===== src/rtl/monitor_contador16_if.sv =====
// Stimulus/observation bundle between a cascaded counter and its checking monitor.
interface monitor_contador16_if #(
    parameter int unsigned WIDTH = 16,
    parameter int unsigned CNT_W = 8
);
    logic             enb;
    logic [1:0]       modo;
    logic [WIDTH-1:0] D;
    logic [WIDTH-1:0] Q;
    logic             RCO;
    logic             clr_err;
    logic             locked;
    logic             err;
    logic             err_sticky;
    logic [CNT_W-1:0] err_count;
    logic [CNT_W-1:0] wrap_count;
    logic [WIDTH-1:0] last_bad;

    // Stimulus/observation side: drives counter nets, reads monitor status
    modport master (
        output enb, modo, D, Q, RCO, clr_err,
        input  locked, err, err_sticky, err_count, wrap_count, last_bad
    );

    // Monitor side
    modport slave (
        input  enb, modo, D, Q, RCO, clr_err,
        output locked, err, err_sticky, err_count, wrap_count, last_bad
    );
endinterface


===== src/rtl/monitor_contador16.sv =====
// Checking stage for the 16-bit cascaded counter: predicts each next count,
// compares against the observed Q, and tallies mismatches and wrap events.
module monitor_contador16 #(
    parameter int unsigned WIDTH = 16,
    parameter int unsigned CNT_W = 8
) (
    input  logic              clk,
    input  logic              reset,
    monitor_contador16_if.slave bus
);
    localparam logic [1:0] IDLE  = 2'd0;
    localparam logic [1:0] SYNC  = 2'd1;
    localparam logic [1:0] TRACK = 2'd2;

    localparam logic [CNT_W-1:0] CNT_MAX = '1;

    logic [1:0]       state_q, state_d;
    logic [WIDTH-1:0] q_r, d_r;
    logic [1:0]       modo_r;
    logic             enb_r;

    logic             locked_q, err_q, sticky_q;
    logic [CNT_W-1:0] err_cnt_q, wrap_cnt_q;
    logic [WIDTH-1:0] last_bad_q;

    logic [WIDTH-1:0] pred_c;
    logic             mismatch_c;
    logic             wrap_c;
    logic [CNT_W-1:0] err_base_c, wrap_base_c;

    // Next-state logic
    always_comb begin
        state_d = state_q;
        case (state_q)
            IDLE:    if (bus.enb) state_d = SYNC;
            SYNC:    state_d = TRACK;
            TRACK:   state_d = TRACK;
            default: state_d = IDLE;
        endcase
    end

    // Prediction from the reference captured at the previous edge
    always_comb begin
        pred_c = q_r;
        if (enb_r) begin
            case (modo_r)
                2'b00:   pred_c = q_r + WIDTH'(1);
                2'b01:   pred_c = q_r - WIDTH'(1);
                2'b10:   pred_c = q_r + WIDTH'(3);
                default: pred_c = d_r;
            endcase
        end
    end

    // Compare/wrap events; a clear at the same edge is applied before the event
    always_comb begin
        mismatch_c  = (state_q == TRACK) && (bus.Q != pred_c);
        wrap_c      = (state_q == TRACK) && bus.RCO;
        err_base_c  = bus.clr_err ? '0 : err_cnt_q;
        wrap_base_c = bus.clr_err ? '0 : wrap_cnt_q;
    end

    // State register
    always_ff @(posedge clk) begin
        if (reset) state_q <= IDLE;
        else       state_q <= state_d;
    end

    // Reference registers reload on the SYNC edge and after every TRACK compare
    always_ff @(posedge clk) begin
        if (reset) begin
            q_r    <= '0;
            d_r    <= '0;
            modo_r <= '0;
            enb_r  <= 1'b0;
        end else if (state_q == SYNC || state_q == TRACK) begin
            q_r    <= bus.Q;
            d_r    <= bus.D;
            modo_r <= bus.modo;
            enb_r  <= bus.enb;
        end
    end

    // Status outputs
    always_ff @(posedge clk) begin
        if (reset) begin
            locked_q   <= 1'b0;
            err_q      <= 1'b0;
            sticky_q   <= 1'b0;
            err_cnt_q  <= '0;
            wrap_cnt_q <= '0;
            last_bad_q <= '0;
        end else begin
            locked_q   <= (state_d == TRACK);
            err_q      <= mismatch_c;
            sticky_q   <= mismatch_c | (sticky_q & ~bus.clr_err);
            err_cnt_q  <= (mismatch_c && err_base_c != CNT_MAX) ? err_base_c + CNT_W'(1) : err_base_c;
            wrap_cnt_q <= (wrap_c && wrap_base_c != CNT_MAX) ? wrap_base_c + CNT_W'(1) : wrap_base_c;
            if (mismatch_c)       last_bad_q <= bus.Q;
            else if (bus.clr_err) last_bad_q <= '0;
        end
    end

    assign bus.locked     = locked_q;
    assign bus.err        = err_q;
    assign bus.err_sticky = sticky_q;
    assign bus.err_count  = err_cnt_q;
    assign bus.wrap_count = wrap_cnt_q;
    assign bus.last_bad   = last_bad_q;
endmodule


===== src/flat_wrapper.sv =====
// flat-port wrapper written by rule: the top's interface ports become plain ports
module monitor_contador16_flat 
#(
    parameter int unsigned WIDTH = 16,
    parameter int unsigned CNT_W = 8
)
  (clk, reset, bus_enb, bus_modo, bus_D, bus_Q, bus_RCO, bus_clr_err, bus_locked, bus_err, bus_err_sticky, bus_err_count, bus_wrap_count, bus_last_bad);
  monitor_contador16_if #(.WIDTH(WIDTH), .CNT_W(CNT_W)) bus_i ();
  input  logic clk;
  input  logic reset;
  input wire logic [$bits(bus_i.enb)-1:0] bus_enb;
  input wire logic [$bits(bus_i.modo)-1:0] bus_modo;
  input wire logic [$bits(bus_i.D)-1:0] bus_D;
  input wire logic [$bits(bus_i.Q)-1:0] bus_Q;
  input wire logic [$bits(bus_i.RCO)-1:0] bus_RCO;
  input wire logic [$bits(bus_i.clr_err)-1:0] bus_clr_err;
  output wire logic [$bits(bus_i.locked)-1:0] bus_locked;
  output wire logic [$bits(bus_i.err)-1:0] bus_err;
  output wire logic [$bits(bus_i.err_sticky)-1:0] bus_err_sticky;
  output wire logic [$bits(bus_i.err_count)-1:0] bus_err_count;
  output wire logic [$bits(bus_i.wrap_count)-1:0] bus_wrap_count;
  output wire logic [$bits(bus_i.last_bad)-1:0] bus_last_bad;
  assign bus_i.enb = bus_enb;
  assign bus_i.modo = bus_modo;
  assign bus_i.D = bus_D;
  assign bus_i.Q = bus_Q;
  assign bus_i.RCO = bus_RCO;
  assign bus_i.clr_err = bus_clr_err;
  assign bus_locked = bus_i.locked;
  assign bus_err = bus_i.err;
  assign bus_err_sticky = bus_i.err_sticky;
  assign bus_err_count = bus_i.err_count;
  assign bus_wrap_count = bus_i.wrap_count;
  assign bus_last_bad = bus_i.last_bad;
  monitor_contador16 #(.WIDTH(WIDTH), .CNT_W(CNT_W)) u_core (.clk(clk), .reset(reset), .bus(bus_i));
endmodule

===== config.mk =====
export PLATFORM = sky130hd
export DESIGN_NAME = monitor_contador16_flat
export DESIGN_NICKNAME = d
export VERILOG_FILES = /design/src/rtl/monitor_contador16_if.sv /design/src/rtl/monitor_contador16.sv /design/src/flat_wrapper.sv
export SDC_FILE = /design/constraint.sdc
export NUM_CORES = 1
export LEC_CHECK = 0
export CAP_MARGIN = 20
export CORE_MARGIN = 3
export CORE_UTILIZATION = 60
export DETAILED_ROUTE_END_ITERATION = 10
export HOLD_SLACK_MARGIN = 0.05
export PLACE_DENSITY = 0.91
export SLEW_MARGIN = 10
export SYNTH_ARGS = -nofsm -noshare
export SYNTH_HDL_FRONTEND = slang
export SYNTH_SLANG_ARGS = --single-unit

===== constraint.sdc =====
create_clock -name clk -period 7.6 [get_ports clk]
set_input_delay 0.76 -clock clk [delete_from_list [all_inputs] [get_ports clk]]
set_output_delay 0.76 -clock clk [all_outputs]
set_load 0.01 [all_outputs]

==> results of run 1 <==
-- cells by family after synthesis --
family / count (synthesis) / synth area share, %
multiplexers: 45 / 8.88
XOR/XNOR: 31 / 5.31
AND/OR/NAND/NOR: 259 / 26.5
adder cells (fa/ha/maj): 9 / 2.35
buffers and inverters: 76 / 6.26
flip-flops: 72 / 28.2
AO/OA/AOI/OAI: 159 / 22.6
-- worst min-delay path: cells and delay by family, from the launching register on --
family | cells | cell delay, ps
flip-flops | 1 | 320
AND/OR/NAND/NOR | 1 | 70
AO/OA/AOI/OAI | 1 | 60
-- report_power, final --
| group | leakage [nW] | switching (W) | internal, W |
|---|---|---|---|
| clock | 0.0831 | 0.000157 | 0.000120 |
| sequential | 0.587 | 0.0000654 | 0.000412 |
| combinational | 1.39 | 0.000231 | 0.000178 |
| total | 2.06 | 0.000454 | 0.000709 |
-- per-layer routing --
metal | global-route usage, % | up-vias
met5 | 0 | -
met4 | 12.3 | 0
met3 | 6.36 | 55
met2 | 49.5 | 334
met1 | 43.7 | 2477
li1 | - | 2458
-- worst max path at each step --
stage | endpoint | slack [ps]
2_1_floorplan | u_core.bus.err_sticky | 3770
3_3_place_gp | u_core.bus.err_count[2] | 3160
3_5_place_dp | u_core.bus.err_count[2] | 3010
4_1_cts | u_core.bus.err_count[2] | 3000
5_1_grt | u_core.bus.err_count[2] | 2720
6_report | u_core.bus.err_count[2] | 2940
-- flip-flops by register name, summed over array words and instances (netlist names) --
register	flops
u_core.q_r	16
u_core.bus.err_count	8
u_core.d_r	16
u_core.bus.last_bad	16
u_core.modo_r	2
u_core.enb_r	1
u_core.bus.err	1
u_core.state_q	2
u_core.bus.err_sticky	1
u_core.bus.wrap_count	8
u_core.bus.locked	1
-- cells in the mapped netlist, types with 5 or more instances --
cell / count
sky130_fd_sc_hd__nand4_1: 9
sky130_fd_sc_hd__nor2_1: 70
sky130_fd_sc_hd__or4_1: 6
sky130_fd_sc_hd__or3_1: 8
sky130_fd_sc_hd__buf_2: 7
sky130_fd_sc_hd__and3_1: 6
sky130_fd_sc_hd__o22ai_1: 7
sky130_fd_sc_hd__nor4_1: 7
sky130_fd_sc_hd__a21oi_1: 35
sky130_fd_sc_hd__inv_1: 18
sky130_fd_sc_hd__nor2b_1: 15
sky130_fd_sc_hd__a211oi_1: 11
sky130_fd_sc_hd__dfxtp_1: 72
sky130_fd_sc_hd__nand2b_1: 12
sky130_fd_sc_hd__clkbuf_1: 39
sky130_fd_sc_hd__o21ai_0: 19
sky130_fd_sc_hd__xor2_1: 14
sky130_fd_sc_hd__ha_1: 8
sky130_fd_sc_hd__a31oi_1: 8
sky130_fd_sc_hd__nand2_1: 54
sky130_fd_sc_hd__buf_1: 7
sky130_fd_sc_hd__mux2i_1: 42
sky130_fd_sc_hd__o221ai_1: 6
sky130_fd_sc_hd__nand3_1: 15
sky130_fd_sc_hd__nand3b_1: 21
sky130_fd_sc_hd__xnor2_1: 17
sky130_fd_sc_hd__nor3_1: 14
sky130_fd_sc_hd__and2_1: 5
sky130_fd_sc_hd__o311ai_0: 5
-- per-stage QoR --
stage | cell area, µm² | power, W | util [%] | hold WS, ps | worst slack, ps
CTS | 5930 | 0.00115 | 71.8 | 487 | 3000
global route | 5930 | 0.00122 | 71.8 | 518 | 2720
floorplan | 5120 | 0.000766 | - | 460 | 3770
finish | 5930 | 0.00116 | 71.8 | 490 | 2940
detailed placement | 5760 | 0.000880 | 69.7 | 474 | 3010
global placement | 5760 | 0.000869 | 69.7 | 468 | 3160
-- layout make-up --
cell class                      instances  area, µm²  share of cell area (%)
Multi-Input combinational cell        503       3360                    56.6
Sequential cell                        72       1440                    24.3
Timing Repair Buffer                   77        756                    12.8
Tap cell                              105        131                    2.22
Clock buffer                           10        128                    2.15
Inverter                               19       71.3                    1.20
Clock inverter                          6       42.5                   0.718
==> PnR_summary.wiki, run 1 <==
{| class="wikitable"
! Metric !! Value
|-
| Critical path's slowest cell || sky130_fd_sc_hd__clkinv_1
|-
| Worst min-delay path category || reg2reg
|-
| Required time of the critical path || between 7000 and 8000 ps
|-
| Crit end category || flop
|-
| Worst IR drop on VDD || 136 µV
|-
| Outcome || finished, final reports clean
|-
| Routed length on met1 || between 6000 and 7000 µm
|-
| Instance count after placement with tap cells included || 776
|-
| Wire length of the first global-routing pass || 25200 µm
|-
| Initial detailed-routing violation count || 613
|-
| Effective utilization at floorplan || 62.0%
|-
| Die boundary width || 98.3 µm
|-
| Flop and latch count out of synthesis || 72
|-
| Count of cells resized by post-cts repair || 0
|-
| Worst Hold Depth || 2
|-
| Setup-violating endpoint count in the final report || 0
|-
| Total GRT Usage || roughly a third
|-
| Final period util || 61.4%
|-
| Ranking of synthesized cells by area || sky130_fd_sc_hd__dfxtp_1 28%, sky130_fd_sc_hd__mux2i_1 8.2%, sky130_fd_sc_hd__nor2_1 5.1%, sky130_fd_sc_hd__nand2_1 4.0%, sky130_fd_sc_hd__a21oi_1 3.4%
|-
| Yosys synthesis warning count || 0
|-
| Via count || 5324
|-
| Cells traversed along the worst timing path || ha_1 -> buf_4 -> clkinv_1 -> o32ai_1 -> o211ai_1 -> a31o_2 -> nand3_1 -> mux2_2 -> or4_4 -> o31a_4 -> nand3_1 -> mux2_2
|-
| Number of instances in the synthesized netlist || 651
|-
| Total Neg Setup Slack || 0 ps
|-
| Later-pin clock latency in the skew report || 360 ps
|-
| Worst-path clk slew || 90 ps
|-
| Endpoint with the worst hold slack || u_core.bus.last_bad[4]
|-
| Largest fanout on the critical path || 48
|-
| Weighted congestion at the end of routability-driven global placement || approximately 0.95
|-
| Crit path from || u_core.modo_r[0]
|-
| Vias per cell || between 6 and 7
|-
| # clock sinks || 72
|-
| Hold Violations, Final || 0
|-
| Critical Path AT || 4920 ps
|-
| Min Tclk post-route || 4660 ps
|-
| Detailed-route wire length || ~16000 µm
|-
| Number of synthesized flops with an enable pin || 0
|-
| RSZ-0062 raised after global routing || no
|-
| Worst clock skew || 16.3 ps
|-
| Area of the die || 9670 µm²
|-
| Largest net degree at the start of global routing || 76
|-
| Num rows || 33
|-
| Port buffer count || 73
|-
| Cell Area, Synth || 5120 µm²
|-
| Share of final-layout standard cells stronger than drive strength 1 || 5.39%
|-
| Antenna violations before repair || 0
|-
| Highest cell delay on the worst timing path || 580 ps
|-
| TritonCTS clock tree || yes
|-
| CP Buf/Inv Count || 2
|-
| Worst setup path class || reg2reg
|-
| Top-level port count || 74
|-
| Met2 wire len || 7150 µm
|-
| DRC violations left || 0
|-
| Maximum buffer depth of the clock tree || 2
|-
| Worst flop-to-flop path startpoint || u_core.modo_r[0]
|-
| Actual slew at the worst max-slew pin || 1070 ps
|-
| Area inside the core boundary || 8260 µm²
|-
| Die Span Y || 98.3 µm
|-
| Number of buffers added to fix hold violations after cts || 0
|-
| Async SR Flop Fraction || 0%
|-
| Register-to-Register Path Depth || 12
|-
| Avg Inst Size Synth || 7.86 µm²
|-
| Number of buffers added by the clock tree synthesis step || 9
|-
| Register area share after synthesis || roughly 28%
|-
| PwrDens || between 150 and 200 nW/µm²
|-
| Max Cap Viol || 0
|-
| Hold Path Origin || u_core.bus.last_bad[4]
|-
| Net count after synthesis || approximately 700
|-
| Number of global-route vias before repair || 4963
|-
| Fill cells || 651
|-
| Area grow syn2layout || 15.8%
|-
| Commonest cells after routing, fill and taps aside || 72 x sky130_fd_sc_hd__clkdlybuf4s50_1, 72 x sky130_fd_sc_hd__dfxtp_1, 70 x sky130_fd_sc_hd__nor2_1
|-
| Largest delay share family, worst path || compound AO/OA/AOI/OAI gates
|-
| Largest area contributor in the synthesized netlist || sky130_fd_sc_hd__dfxtp_1
|-
| Final antenna diode count || 0
|-
| Startpoint type of the worst setup path || flop
|-
| Buffers inserted by post-CTS timing repair || 0
|-
| Number of iterations in the first detailed-routing pass || 6
|-
| Setup slack of the worst register-to-register path || 2940 ps
|-
| Top layer in use || met4
|-
| Slew Limit Headroom || 28.5%
|-
| Yosys top cell area share || 28.2%
|-
| Reg-to-reg endpoint || u_core.bus.err_count[2]
|-
| H-tree depth reported by CTS || 3
|-
| Number of nets in the layout || 730
|-
| Fmax || about 210 MHz
|-
| Reported leakage power || ~2.1 nW
|-
| Post-route antenna net violation count || 0
|-
| Number of gates on the worst path with buffers counted || 12
|-
| Total half-perimeter wirelength after legalization and detailed placement || 10900 µm
|-
| Gr ovfl total || 0
|-
| Routed length on met3 || 1510 µm
|-
| Most common flop cell mapped by yosys || sky130_fd_sc_hd__dfxtp_1
|-
| Wire length per cell || 19.9 µm
|-
| Netlist cell types || roughly 80
|-
| Slew Viols, Final || 0
|-
| Non-filler cells, final || roughly 790
|-
| Root buffer cell || sky130_fd_sc_hd__clkbuf_8
|}
No activity file was read; power rests on OpenSTA's default activity.
==> inputs of run 2 (changes only) <==
Settings changed: CORE_UTILIZATION 60 to 50, PLACE_DENSITY 0.91 to 0.81.
Clock period 7.6 ns to 3.8 ns, I/O delays scaled along.
==> PnR_summary.wiki, run 2 (synthesis results as in run 1) <==
{| class="wikitable"
! Metric !! Value
|-
| Required time of the critical path || 4110 ps (-3750 ps)
|-
| Final period util || 101% (+40 points)
|-
| Max Cap Viol || 0 (unchanged)
|-
| Antenna violations before repair || 0 (unchanged)
|-
| Area of the die || 11500 µm² (+19%)
|-
| Initial detailed-routing violation count || 498 (-19%)
|-
| Area inside the core boundary || 9860 µm² (+19%)
|-
| Top-level port count || 74 (unchanged)
|-
| Area grow syn2layout || 32.6%
|-
| Wire length of the first global-routing pass || 28100 µm (+12%)
|-
| Commonest non-fill, non-tap cell in the layout || sky130_fd_sc_hd__buf_4
|-
| Vias per cell || 6.23 (-7.3%)
|-
| Violated checks || setup timing
|-
| Worst IR drop on VDD || 358 µV (+160%)
|-
| Number of buffers added by the clock tree synthesis step || 9 (unchanged)
|-
| Detailed-route wire length || 18100 µm (+15%)
|-
| Post-route antenna net violation count || 0 (unchanged)
|-
| Die Span Y || 107 µm (+9.0%)
|-
| Register-to-Register Path Depth || 16 (+4)
|-
| Total half-perimeter wirelength after legalization and detailed placement || 13300 µm (+23%)
|-
| Later-pin clock latency in the skew report || 400 ps (+40 ps)
|-
| Actual slew at the worst max-slew pin || 1130 ps (+60.1 ps)
|-
| Die boundary width || 107 µm (+9.0%)
|-
| Worst setup path class || reg2reg
|-
| RSZ-0062 raised after global routing || yes
|-
| Slew Limit Headroom || 24.5% (-4.0 points)
|-
| H-tree depth reported by CTS || 3 (unchanged)
|-
| Commonest cells after routing, fill and taps aside || 78 x sky130_fd_sc_hd__buf_4, 72 x sky130_fd_sc_hd__clkdlybuf4s50_1, 70 x sky130_fd_sc_hd__nor2_1, 70 x sky130_fd_sc_hd__dfxtp_1, 54 x sky130_fd_sc_hd__nand2_1
|-
| Via count || 5611 (+5.4%)
|-
| Worst min-delay path category || reg2reg
|-
| TritonCTS clock tree || yes
|-
| Fmax || 260 MHz (+21%)
|-
| Min setup slack post-route || -40.0 ps (-2980 ps)
|-
| Total GRT Usage || 31.5% (-0.45 points)
|-
| PwrDens || 385 nW/µm² (+96%)
|-
| Maximum buffer depth of the clock tree || 2 (unchanged)
|-
| Critical Path AT || 4150 ps (-770 ps)
|-
| # clock sinks || 72 (unchanged)
|-
| Outcome || finished with violations
|-
| Reported leakage power || 2.51 nW (+22%)
|-
| Final antenna diode count || 0 (unchanged)
|-
| Number of iterations in the first detailed-routing pass || 5 (-1)
|-
| Fill cells || 791 (+22%)
|-
| Num rows || 36 (+9.1%)
|-
| Gr ovfl total || 0 (unchanged)
|-
| Crit end category || flop
|-
| Setup-violating endpoint count in the final report || 19 (+19)
|-
| DRC violations left || 0 (unchanged)
|-
| Tightest hold margin || 488 ps (-2.05 ps)
|-
| Port buffer count || 73 (unchanged)
|-
| Number of global-route vias before repair || 5368 (+8.2%)
|-
| Number of buffers added to fix hold violations after cts || 0 (unchanged)
|-
| Number of nets in the layout || 810 (+11%)
|-
| Largest fanout on the critical path || 7 (-85%)
|-
| Hold Violations, Final || 0 (unchanged)
|-
| Startpoint type of the worst setup path || flop
|-
| Effective utilization at floorplan || 51.9% (-10 points)
|-
| Min Tclk post-route || 3840 ps (-825 ps)
|-
| Largest net degree at the start of global routing || 53 (-30%)
|-
| Total Neg Setup Slack || -371 ps (-371 ps)
|-
| Root buffer cell || sky130_fd_sc_hd__clkbuf_8
|-
| Wire length per cell || 20.1 µm (+1.1%)
|-
| Slew Viols, Final || 0 (unchanged)
|-
| Worst-path clk slew || 90 ps (about the same)
|-
| Weighted congestion at the end of routability-driven global placement || 0.992 (+4.4%)
|-
| Worst clock skew || 19.5 ps (+3.16 ps)
|-
| Worst Hold Depth || 2 (unchanged)
|-
| Share of final-layout standard cells stronger than drive strength 1 || 18.5% (+13 points)
|}
## run 2: layout make-up
class | count | area (µm²) | share of cell area [%]
clock buffers | 9 | 124 | 1.83
clock inverters | 7 | 68.8 | 1.01
inverters | 19 | 73.8 | 1.09
multi-input cells | 504 | 3500 | 51.5
flip-flops and latches | 72 | 1440 | 21.3
well taps | 133 | 166 | 2.45
repair buffers | 156 | 1410 | 20.8
## run 2: where the power goes
part	internal [W]	switching [W]
sequential	0.000824	0.0000780
combinational	0.000502	0.000596
clock	0.000257	0.000357
total	0.00158	0.00103
## run 2: what timing repair did
item                       4_1_cts  5_1_grt
resized for setup               15       19
cloned                           1        2
hold endpoints to repair         0        0
buffers inserted                 2        4
pin swaps                        4       24
setup endpoints to repair       26       26
## run 2: routing by layer
layer | global-route usage, % | wire, µm
met1 | 42.6 | 7990
met2 | 48.1 | 8180
met3 | 6.92 | 1320
met4 | 13.2 | 595
met5 | 0 | 0
## run 2: worst paths after layout
path / end / slack (ps) / start
worst max-delay path: u_core.bus.last_bad[8] / -40 / u_core.modo_r[1]
worst min-delay path: u_core.bus.last_bad[15] / 490 / u_core.bus.last_bad[15]
worst max register to register: u_core.bus.last_bad[8] / -40 / u_core.modo_r[1]
worst min register to register: u_core.bus.last_bad[15] / 490 / u_core.bus.last_bad[15]
## run 2: worst max-delay path, cell delays in order (launching register included)
cell and delay [ps]:
sky130_fd_sc_hd__dfxtp_2 340, sky130_fd_sc_hd__inv_2 50, sky130_fd_sc_hd__ha_4 210, sky130_fd_sc_hd__inv_4 50, sky130_fd_sc_hd__fa_2 230, sky130_fd_sc_hd__or3b_4 400
sky130_fd_sc_hd__a21boi_2 160, sky130_fd_sc_hd__o211ai_1 90, sky130_fd_sc_hd__buf_4 170, sky130_fd_sc_hd__a31o_2 200, sky130_fd_sc_hd__nand3_2 70, sky130_fd_sc_hd__mux2_4 300
sky130_fd_sc_hd__or4_4 550, sky130_fd_sc_hd__o31a_4 440, sky130_fd_sc_hd__clkbuf_16 170, sky130_fd_sc_hd__nand3b_1 150, sky130_fd_sc_hd__a21oi_1 150
## run 2: per-stage QoR
stage          power (W)  std cells  utilization (%)  setup slack (ps)  area [µm²]
3_3_place_gp     0.00189        875             64.2             -54.0        6340
4_1_cts          0.00255        894             67.0             -14.3        6610
5_1_grt          0.00274        900             68.8              -160        6790
3_5_place_dp     0.00191        875             64.2              -167        6340
2_1_floorplan    0.00153        651                -              47.6        5120
6_report         0.00261        900             68.8             -40.0        6790
==> inputs of run 3 (changes only) <==
Settings changed: GPL_ROUTABILITY_DRIVEN set to 0.
==> PnR_summary.wiki, run 3 (synthesis results as in run 1) <==
{| class="wikitable"
! Metric !! Value
|-
| Setup-violating endpoint count in the final report || 20 (+1)
|-
| Crit end category || flop
|-
| Required time of the critical path || 4100 ps (about the same)
|-
| Later-pin clock latency in the skew report || 380 ps (-20 ps)
|-
| Critical path's slowest cell || sky130_fd_sc_hd__or4_4
|-
| Commonest cells after routing, fill and taps aside || 72 x sky130_fd_sc_hd__clkdlybuf4s50_1, 71 x sky130_fd_sc_hd__dfxtp_1, 70 x sky130_fd_sc_hd__nor2_1
|-
| Total Neg Setup Slack || -1020 ps (-646 ps)
|-
| Largest net degree at the start of global routing || 44 (-17%)
|-
| Number of iterations in the first detailed-routing pass || 6 (+1)
|-
| Register-to-Register Path Depth || 15 (-1)
|-
| Worst flop-to-flop path startpoint || u_core.modo_r[0]
|-
| Post-DP Area || 6230 µm² (-1.7%)
|-
| Fraction of power consumed by combinational cells || 41.1% (-0.9 points)
|-
| Port buffer count || 73 (unchanged)
|-
| Slew Viols, Final || 0 (unchanged)
|-
| Gr ovfl total || 0 (unchanged)
|-
| Post-layout power || 0.00256 W (-2.1%)
|-
| Post-route antenna net violation count || 0 (unchanged)
|-
| Effective utilization at floorplan || 51.9% (unchanged)
|-
| DRC violations left || 0 (unchanged)
|-
| Die Span Y || 107 µm (unchanged)
|-
| Worst min-delay path category || reg2reg
|-
| Commonest non-fill, non-tap cell in the layout || sky130_fd_sc_hd__clkdlybuf4s50_1
|-
| Worst IR drop on VDD || 266 µV (-26%)
|-
| Die boundary width || 107 µm (unchanged)
|-
| Actual slew at the worst max-slew pin || 1130 ps (-2.31 ps)
|-
| Hold Path Origin || u_core.bus.last_bad[1]
|-
| H-tree depth reported by CTS || 3 (unchanged)
|-
| Final period util || 103% (+1.9 points)
|-
| Reported leakage power || 2.43 nW (-3.4%)
|-
| Critical Path AT || 4210 ps (+60 ps)
|-
| Number of buffers added to fix hold violations after cts || 0 (unchanged)
|-
| CP Buf/Inv Count || 4 (unchanged)
|-
| Num rows || 36 (unchanged)
|-
| Outcome || finished with violations
|-
| Cells traversed along the worst timing path || buf_4 -> ha_4 -> buf_4 -> nand4b_1 -> buf_4 -> o22ai_4 -> o211ai_1 -> a31o_2 -> nand3_2 -> mux2_4 -> or4_4 -> o31a_4 -> buf_12 -> nand3b_1 -> a21oi_2
|-
| RSZ-0062 raised after global routing || yes
|-
| Highest cell delay on the worst timing path || 490 ps (-60 ps)
|-
| Startpoint type of the worst setup path || flop
|-
| Setup slack of the worst register-to-register path || -110 ps (-70 ps)
|-
| Number of nets in the layout || 792 (-2.2%)
|-
| PwrDens || 386 nW/µm² (+0.12%)
|-
| Most frequent CP cell || sky130_fd_sc_hd__buf_4
|-
| Fin util || 67.3% (-1.5 points)
|-
| Area of the die || 11500 µm² (unchanged)
|-
| Worst-path clk slew || 100 ps (about the same)
|-
| Fmax || 256 MHz (-1.9%)
|-
| Number of global-route vias before repair || 5479 (+2.1%)
|-
| Root buffer cell || sky130_fd_sc_hd__clkbuf_8
|-
| Design internal power || 0.00157 W (-0.99%)
|-
| Top-level port count || 74 (unchanged)
|-
| Area grow syn2layout || 29.7%
|-
| Wire length of the first global-routing pass || 28100 µm (-0.32%)
|-
| Hold Violations, Final || 0 (unchanged)
|-
| Final antenna diode count || 0 (unchanged)
|-
| Violated checks || setup timing
|-
| Largest delay share family, worst path || compound AO/OA/AOI/OAI gates
|-
| Non-filler cells, final || 882 (-2.0%)
|-
| Largest fanout on the critical path || 22 (+15)
|-
| Instance count after placement with tap cells included || 861 (-1.6%)
|-
| Detailed-route wire length || 17600 µm (-2.8%)
|-
| Relative contribution of sequential cells to total power || 35.4% (+0.9 points)
|-
| Total GRT Usage || 30.6% (-0.81 points)
|-
| Initial detailed-routing violation count || 751 (+51%)
|-
| Fraction of power spent switching nets || 38.8% (-0.67 points)
|-
| # clock sinks || 72 (unchanged)
|-
| Slew Limit Headroom || 24.7% (+0.15 points)
|-
| Reg-to-reg endpoint || u_core.bus.last_bad[15]
|-
| Endpoint with the worst hold slack || u_core.bus.last_bad[1]
|-
| Switching power total || 0.000993 W (-3.8%)
|-
| Min setup slack post-route || -113 ps (-73.3 ps)
|-
| Total half-perimeter wirelength after legalization and detailed placement || 12200 µm (-8.4%)
|-
| Wire length per cell || 19.9 µm (-0.84%)
|-
| Fill cells || 768 (-2.9%)
|-
| Non-Filler Cell Area, Final || 6640 µm² (-2.2%)
|-
| Relative contribution of the clock network to total power || 23.5% (about the same)
|-
| Area inside the core boundary || 9860 µm² (unchanged)
|-
| Worst clock skew || 20.8 ps (+1.34 ps)
|-
| Worst Hold Depth || 2 (unchanged)
|-
| TritonCTS clock tree || yes
|-
| Vias per cell || 6.51 (+4.5%)
|-
| Min Tclk post-route || 3910 ps (+73.3 ps)
|-
| Max Cap Viol || 0 (unchanged)
|-
| Maximum buffer depth of the clock tree || 2 (unchanged)
|-
| Number of buffers added by the clock tree synthesis step || 9 (unchanged)
|-
| Worst setup path class || reg2reg
|-
| Antenna violations before repair || 0 (unchanged)
|-
| Share of final-layout standard cells stronger than drive strength 1 || 16.4% (-2.1 points)
|-
| Via count || 5744 (+2.4%)
|}
## run 3: cell types whose count changed in the layout (fill, tap and decap cells not counted), moves of 3 or more
| cell | previous run | this run |
|---|---|---|
| sky130_fd_sc_hd__buf_4 | 78 | 61 |
| sky130_fd_sc_hd__xor2_1 | 11 | 14 |
| sky130_fd_sc_hd__a211oi_1 | 8 | 11 |
| sky130_fd_sc_hd__a21oi_1 | 33 | 30 |
| sky130_fd_sc_hd__a21oi_2 | 3 | 6 |
| sky130_fd_sc_hd__a211oi_2 | 4 | 1 |
| sky130_fd_sc_hd__inv_8 | 3 | 0 |
## run 3: layout make-up
type / instances / area (µm²) / area share (%)
Clock buffer: 11 / 151 / 2.28
Clock inverter: 5 / 38.8 / 0.584
Inverter: 19 / 73.8 / 1.11
Multi-Input combinational cell: 503 / 3500 / 52.7
Sequential cell: 72 / 1440 / 21.7
Tap cell: 133 / 166 / 2.51
Timing Repair Buffer: 139 / 1270 / 19.1
## run 3: per-stage QoR
| step | hold WS, ps | setup slack, ps |
|---|---|---|
| CTS | 493 | 9.63 |
| detailed placement | 480 | -174 |
| global route | 511 | -200 |
| floorplan | 459 | 47.6 |
| global placement | 469 | -40.1 |
| finish | 492 | -113 |
## run 3: what timing repair did
item,4_1_cts,5_1_grt
gates resized for setup,22,15
hold endpoints to repair,0,0
buffers inserted,2,3
endpoints found under the setup margin,23,26
pin swaps,8,13
## run 3: power groups by stage
stage	Clock, W	Combinational, W	Sequential (W)
2_1_floorplan	0	0.000648	0.000884
3_3_place_gp	0	0.000930	0.000914
3_5_place_dp	0	0.000959	0.000917
4_1_cts	0.000604	0.000996	0.000901
5_1_grt	0.000640	0.00112	0.000917
6_report	0.000600	0.00105	0.000908
## run 3: worst reg2reg max path: stages (launching register included)
cell,delay (ps)
sky130_fd_sc_hd__dfxtp_1,350
sky130_fd_sc_hd__buf_4,160
sky130_fd_sc_hd__ha_4,190
sky130_fd_sc_hd__buf_4,180
sky130_fd_sc_hd__nand4b_1,250
sky130_fd_sc_hd__buf_4,210
sky130_fd_sc_hd__o22ai_4,190
sky130_fd_sc_hd__o211ai_1,230
sky130_fd_sc_hd__a31o_2,310
sky130_fd_sc_hd__nand3_2,80
sky130_fd_sc_hd__mux2_4,300
sky130_fd_sc_hd__or4_4,490
sky130_fd_sc_hd__o31a_4,350
sky130_fd_sc_hd__buf_12,170
sky130_fd_sc_hd__nand3b_1,180
sky130_fd_sc_hd__a21oi_2,190
## run 3: per-layer routing
layer  part of all wire, %  global-route usage, %
met1                    39                   40.2
met5                     0                      0
met4                   5.6                   17.0
met2                    44                   46.4
met3                    12                   6.86
## run 3: worst max path at each step
stage	start	end	slack, ps	depth (start not counted)
after floorplan	u_core.modo_r[1]	u_core.bus.err_sticky	50	16
after global placement	u_core.modo_r[1]	u_core.bus.last_bad[8]	-40	15
after detailed placement	u_core.modo_r[0]	u_core.bus.last_bad[14]	-170	14
after CTS	u_core.modo_r[1]	u_core.bus.err_count[7]	10	18
after global routing	u_core.modo_r[1]	u_core.bus.err_count[7]	-200	15
final	u_core.modo_r[0]	u_core.bus.last_bad[15]	-110	15
